`config.mk`:
```
export PLATFORM = sky130hd
export DESIGN_NAME = attempt_lockout_ctrl
export DESIGN_NICKNAME = d
export VERILOG_FILES = /design/src/rtl/attempt_lockout_ctrl.sv
export SDC_FILE = /design/constraint.sdc
export NUM_CORES = 1
export LEC_CHECK = 0
export ABC_AREA = 1
export CORE_MARGIN = 2
export CORE_UTILIZATION = 40
export DETAILED_ROUTE_END_ITERATION = 8
export PLACE_DENSITY = 0.68
export SYNTH_ARGS = -nofsm -noshare
export SYNTH_HDL_FRONTEND = slang
export SYNTH_SLANG_ARGS = --single-unit
```
`constraint.sdc`:
```
create_clock -name clk -period 5.3 [get_ports clk]
set_input_delay 1.06 -clock clk [delete_from_list [all_inputs] [get_ports clk]]
set_output_delay 1.06 -clock clk [all_outputs]
set_load 0.05 [all_outputs]
```
`src/rtl/attempt_lockout_ctrl.sv`:
```
// Sequences the button sequence detector: gates enter, holds the pass/fail result,
// clears the detector and locks it out after MAX_FAILS consecutive failures.
// state   | meaning
// IDLE    | detector armed, enter passed through, waiting for blue/red
// SHOW    | result displayed for HOLD_CYCLES
// CLEAR   | det_clr_n low until min time elapsed and blue/red both low
// LOCKOUT | detector held cleared for LOCK_CYCLES
module attempt_lockout_ctrl #(
  parameter int HOLD_CYCLES = 125000000,
  parameter int CLR_CYCLES  = 16,
  parameter int LOCK_CYCLES = 1250000000,
  parameter int MAX_FAILS   = 3,
  parameter int CNT_W       = 32
) (
  input  logic       clk,
  input  logic       clr,
  input  logic       enter_in,
  input  logic       blue,
  input  logic       red,
  output logic       enter_out,
  output logic       det_clr_n,
  output logic       locked,
  output logic [1:0] fail_cnt
);

  typedef enum logic [1:0] {IDLE, SHOW, CLEAR, LOCKOUT} state_e;

  localparam logic [CNT_W-1:0] HOLD_LAST = CNT_W'(HOLD_CYCLES - 1);
  localparam logic [CNT_W-1:0] CLR_LAST  = CNT_W'(CLR_CYCLES - 1);
  localparam logic [CNT_W-1:0] LOCK_LAST = CNT_W'(LOCK_CYCLES - 1);
  localparam logic [CNT_W-1:0] CNT_ONE   = CNT_W'(1);
  localparam logic [1:0]       MAX_F     = 2'(MAX_FAILS);

  state_e           state_q, state_d;
  logic [CNT_W-1:0] timer_q, timer_d;
  logic [1:0]       fail_q, fail_d;
  logic             enter_q, enter_d;
  logic             clr_n_q, clr_n_d;
  logic             locked_q, locked_d;

  always_comb begin
    state_d = state_q;
    timer_d = timer_q;
    fail_d  = fail_q;
    case (state_q)
      IDLE: begin
        timer_d = '0;
        if (red) begin
          fail_d  = (fail_q == MAX_F) ? fail_q : fail_q + 2'd1;
          state_d = SHOW;
        end else if (blue) begin
          fail_d  = 2'd0;
          state_d = SHOW;
        end
      end
      SHOW: begin
        if (timer_q == HOLD_LAST) begin
          state_d = CLEAR;
          timer_d = '0;
        end else begin
          timer_d = timer_q + CNT_ONE;
        end
      end
      CLEAR: begin
        // Timer parks at its last value while the detector still reports a result.
        if (timer_q >= CLR_LAST) begin
          if (!blue && !red) begin
            state_d = (fail_q == MAX_F) ? LOCKOUT : IDLE;
            timer_d = '0;
          end
        end else begin
          timer_d = timer_q + CNT_ONE;
        end
      end
      LOCKOUT: begin
        if (timer_q == LOCK_LAST) begin
          state_d = IDLE;
          timer_d = '0;
          fail_d  = 2'd0;
        end else begin
          timer_d = timer_q + CNT_ONE;
        end
      end
      default: begin
        state_d = IDLE;
        timer_d = '0;
      end
    endcase

    // Outputs are decoded from the next state so they line up with state_q.
    // Enter only passes on IDLE->IDLE, so it reappears one cycle after IDLE entry.
    enter_d  = enter_in && (state_q == IDLE) && (state_d == IDLE);
    clr_n_d  = (state_d == IDLE) || (state_d == SHOW);
    locked_d = (state_d == LOCKOUT);
  end

  always_ff @(posedge clk) begin
    if (clr) begin
      state_q  <= IDLE;
      timer_q  <= '0;
      fail_q   <= 2'd0;
      enter_q  <= 1'b0;
      clr_n_q  <= 1'b0;
      locked_q <= 1'b0;
    end else begin
      state_q  <= state_d;
      timer_q  <= timer_d;
      fail_q   <= fail_d;
      enter_q  <= enter_d;
      clr_n_q  <= clr_n_d;
      locked_q <= locked_d;
    end
  end

  assign enter_out = enter_q;
  assign det_clr_n = clr_n_q;
  assign locked    = locked_q;
  assign fail_cnt  = fail_q;

endmodule

```
==> results.sh <==
export IMPL_wl_mm=10.0
export IMPL_cts_sinks=39
export IMPL_fin_nets=603
export IMPL_hold_end="fail_cnt[0]"
export IMPL_drive_above_1_share_pct=3.35
export IMPL_cp_data_required_time_ns=5.56
export IMPL_r2r_end="fail_cnt[1]"
export IMPL_syn_inst=603
export IMPL_clock_latency_ns=0.31
export IMPL_p_per_area_nw_per_um2=167
export IMPL_internal_power_uw=404
export IMPL_drt_antenna_violating_nets=0
export IMPL_cts_buffer_depth=2
export IMPL_start_kind="primary input"
export IMPL_crit_type="in2reg"
export IMPL_holdWs_ns=0.498
export IMPL_worstReg2RegStart="timer_q[0]"
export IMPL_num_antenna_cells=0
export IMPL_hold_path_class="reg2reg"
export IMPL_die_y_um=94.3
export IMPL_post_route_min_period_ns=2.62
export IMPL_combPwrFrac_pct=7.8
export IMPL_syn_area_per_cell_um2=5.40
export IMPL_overflow=0
export IMPL_clk_pin_slew_ns=0.09
export IMPL_relSlewSlack_pct=31.7
export IMPL_min_path_cells=2
export IMPL_synth_nets=610
export IMPL_synth_edff_count=0
export IMPL_detail_route_wl_per_cell_um=14.3
export IMPL_routed_via_density=5.29
export IMPL_htreeDepth=2
export IMPL_critPathCaptureType="register"
export IMPL_switchingPower_uw=169
export IMPL_final_cell_mix="191 x nand2_1, 119 x nor2_1, 86 x nand3_1, 75 x inv_1, 39 x dfxtp_1"
export IMPL_cts_root_buf="clkbuf_8"
export IMPL_final_core_util_pct=44.1
export IMPL_yosysTopAreaCellShare_pct=24.0
export IMPL_num_io_pins=10
export IMPL_p_seq_share_pct=52.5
export IMPL_final_setup_tns_ns=0
export IMPL_synthTopCellsByArea="dfxtp_1 24%, nand2_1 22%, nor2_1 14%"
export IMPL_rsz0062_at_grt="false"
export IMPL_netlist_area_um2=3260
export IMPL_grt_pass1_wl_mm=16.9
export IMPL_fin_crit_sh_pct=49.5
export IMPL_core_area_um2=7810
export IMPL_grt_pass1_vias=3395
export IMPL_drt_initial_drc_count=249
export IMPL_dr_pass1_iters=7
export IMPL_finalSetupViolCount=0
export IMPL_p_clk_share_pct=39.7
export IMPL_synth_ff_type="dfxtp_1"
export IMPL_seq_area_frac_synth_pct=24.0
export IMPL_num_rows=32
export IMPL_fin_skew_ns=0.0106
export IMPL_grt_use_met3_pct=4.41
export IMPL_final_common_cell="nand2_1"
export IMPL_r2r_cells=10
export IMPL_p_sw_share_pct=29.5
export IMPL_crit_arrival_ns=2.88
export IMPL_port_buffers=9
export IMPL_cts_tree="built"
export IMPL_grt_usage_pct=24.3
export IMPL_gp_congestion=0.995
export IMPL_maxCapViolCount=0
export IMPL_r2r_setup_slack_ns=2.88
export IMPL_cts_resized=0
export IMPL_cts_hold_buf=0
export IMPL_globalRouteMet2Util_pct=38.2
export IMPL_ys_ff_latch=39
export IMPL_cts_buffers=5
export IMPL_crit_fanout=23
export IMPL_area_growth_pct=5.68
export IMPL_slew_viol_final=0
export IMPL_die_width_um=94.3
export IMPL_busiest_layer="met2"
export IMPL_dp_hpwl_mm=7.65
export IMPL_use_met1_pct=33.8
export IMPL_peakVddDrop_mv=0.0932
export IMPL_synth_warnings=0
export IMPL_grt_max_degree=31
export IMPL_tightest_slew_ns=1.02
export IMPL_min_from="fail_cnt[0]"
export IMPL_start_util_pct=41.7
export IMPL_die_area_um2=8880
export IMPL_yosysUniqueCellTypes=29
export IMPL_async_flop_share_pct=0
export IMPL_drcViolationCount=0
export IMPL_num_vias=3695
export IMPL_hold_viol_final=0
export IMPL_antenna_found_initial=0
export IMPL_synth_top_area_cell="dfxtp_1"
export IMPL_p_leak_nw=1.57
export IMPL_status="completed"
export IMPL_postCtsSetupBuffers=0
export IMPL_clock_fmax_mhz=381
[cell usage after synthesis (2+ instances only)]
master and instances:
ha_1 2, o21ai_0 5, nand4_1 15, xor2_1 7, nand3_1 86, nand2_4 2, clkbuf_1 6, nor2_1 119
dfxtp_1 39, buf_2 12, inv_2 2, nand2_1 191, nor2_4 2, inv_1 75, nand2_2 2, nor3_1 2
o21bai_1 2, o211ai_1 10, nor2_2 2, a21oi_1 11, buf_6 3
[state kept, by name, summed over array words and instances, names as in the netlist]
| signal | cells |
|---|---|
| det_clr_n | 1 |
| enter_out | 1 |
| fail_cnt | 2 |
| locked | 1 |
| state_q | 2 |
| timer_q | 32 |
[critical path, cell delays in order]
cell,delay [ns]
clkdlybuf4s50_1,0.76
inv_1,0.74
o21ai_0,0.18
nor2_1,0.12
[worst max-delay path by stage]
stage / start / end / slack [ns] / depth (start not counted)
final: clr / fail_cnt[1] / 2.68 / 4
after CTS: clr / fail_cnt[1] / 2.68 / 4
after floorplan: blue / timer_q[30] / 3.35 / 9
after global placement: clr / fail_cnt[1] / 2.40 / 4
after global routing: clr / fail_cnt[1] / 2.49 / 4
after detailed placement: clr / fail_cnt[1] / 2.35 / 4
[routing by layer]
layer	share of wire [%]	wire, um
met3	6.6	656
met2	44	4370
met4	2.2	223
met5	0	0
met1	48	4750
[cell families after synthesis]
family	count (synthesis)	synth area share [%]
simple gates	423	54.6
flops	39	24.0
buf+inv	101	12.9
xor+xnor	7	1.88
fa+ha+maj	2	0.768
compound gates	31	5.84
[cell type report]
| type | count | area [um2] |
|---|---|---|
| sequential | 39 | 781 |
| inverter | 78 | 295 |
| clock inverter | 3 | 23.8 |
| fill | 902 | 4360 |
| multi-input combinational | 463 | 2060 |
| tap | 102 | 128 |
| timing repair buffer | 9 | 90.1 |
| clock buffer | 5 | 68.8 |
[power by group through the flow]
stage	Sequential [mW]	Combinational, mW	Clock, mW
final	0.301	0.0449	0.228
after global routing	0.302	0.0494	0.247
after CTS	0.301	0.0449	0.233
after detailed placement	0.308	0.0448	0
after global placement	0.308	0.0439	0
after floorplan	0.315	0.0232	0
[per-stage QoR]
stage          area, um2  std cells  power, mW  setup slack [ns]
3_5_place_dp        3350        691      0.353              2.35
5_1_grt             3440        699      0.598              2.49
4_1_cts             3440        699      0.579              2.68
6_report            3440        699      0.574              2.68
2_1_floorplan       3260        603      0.338              3.35
3_3_place_gp        3350        691      0.352              2.40
No activity file was read; power rests on OpenSTA's default activity.
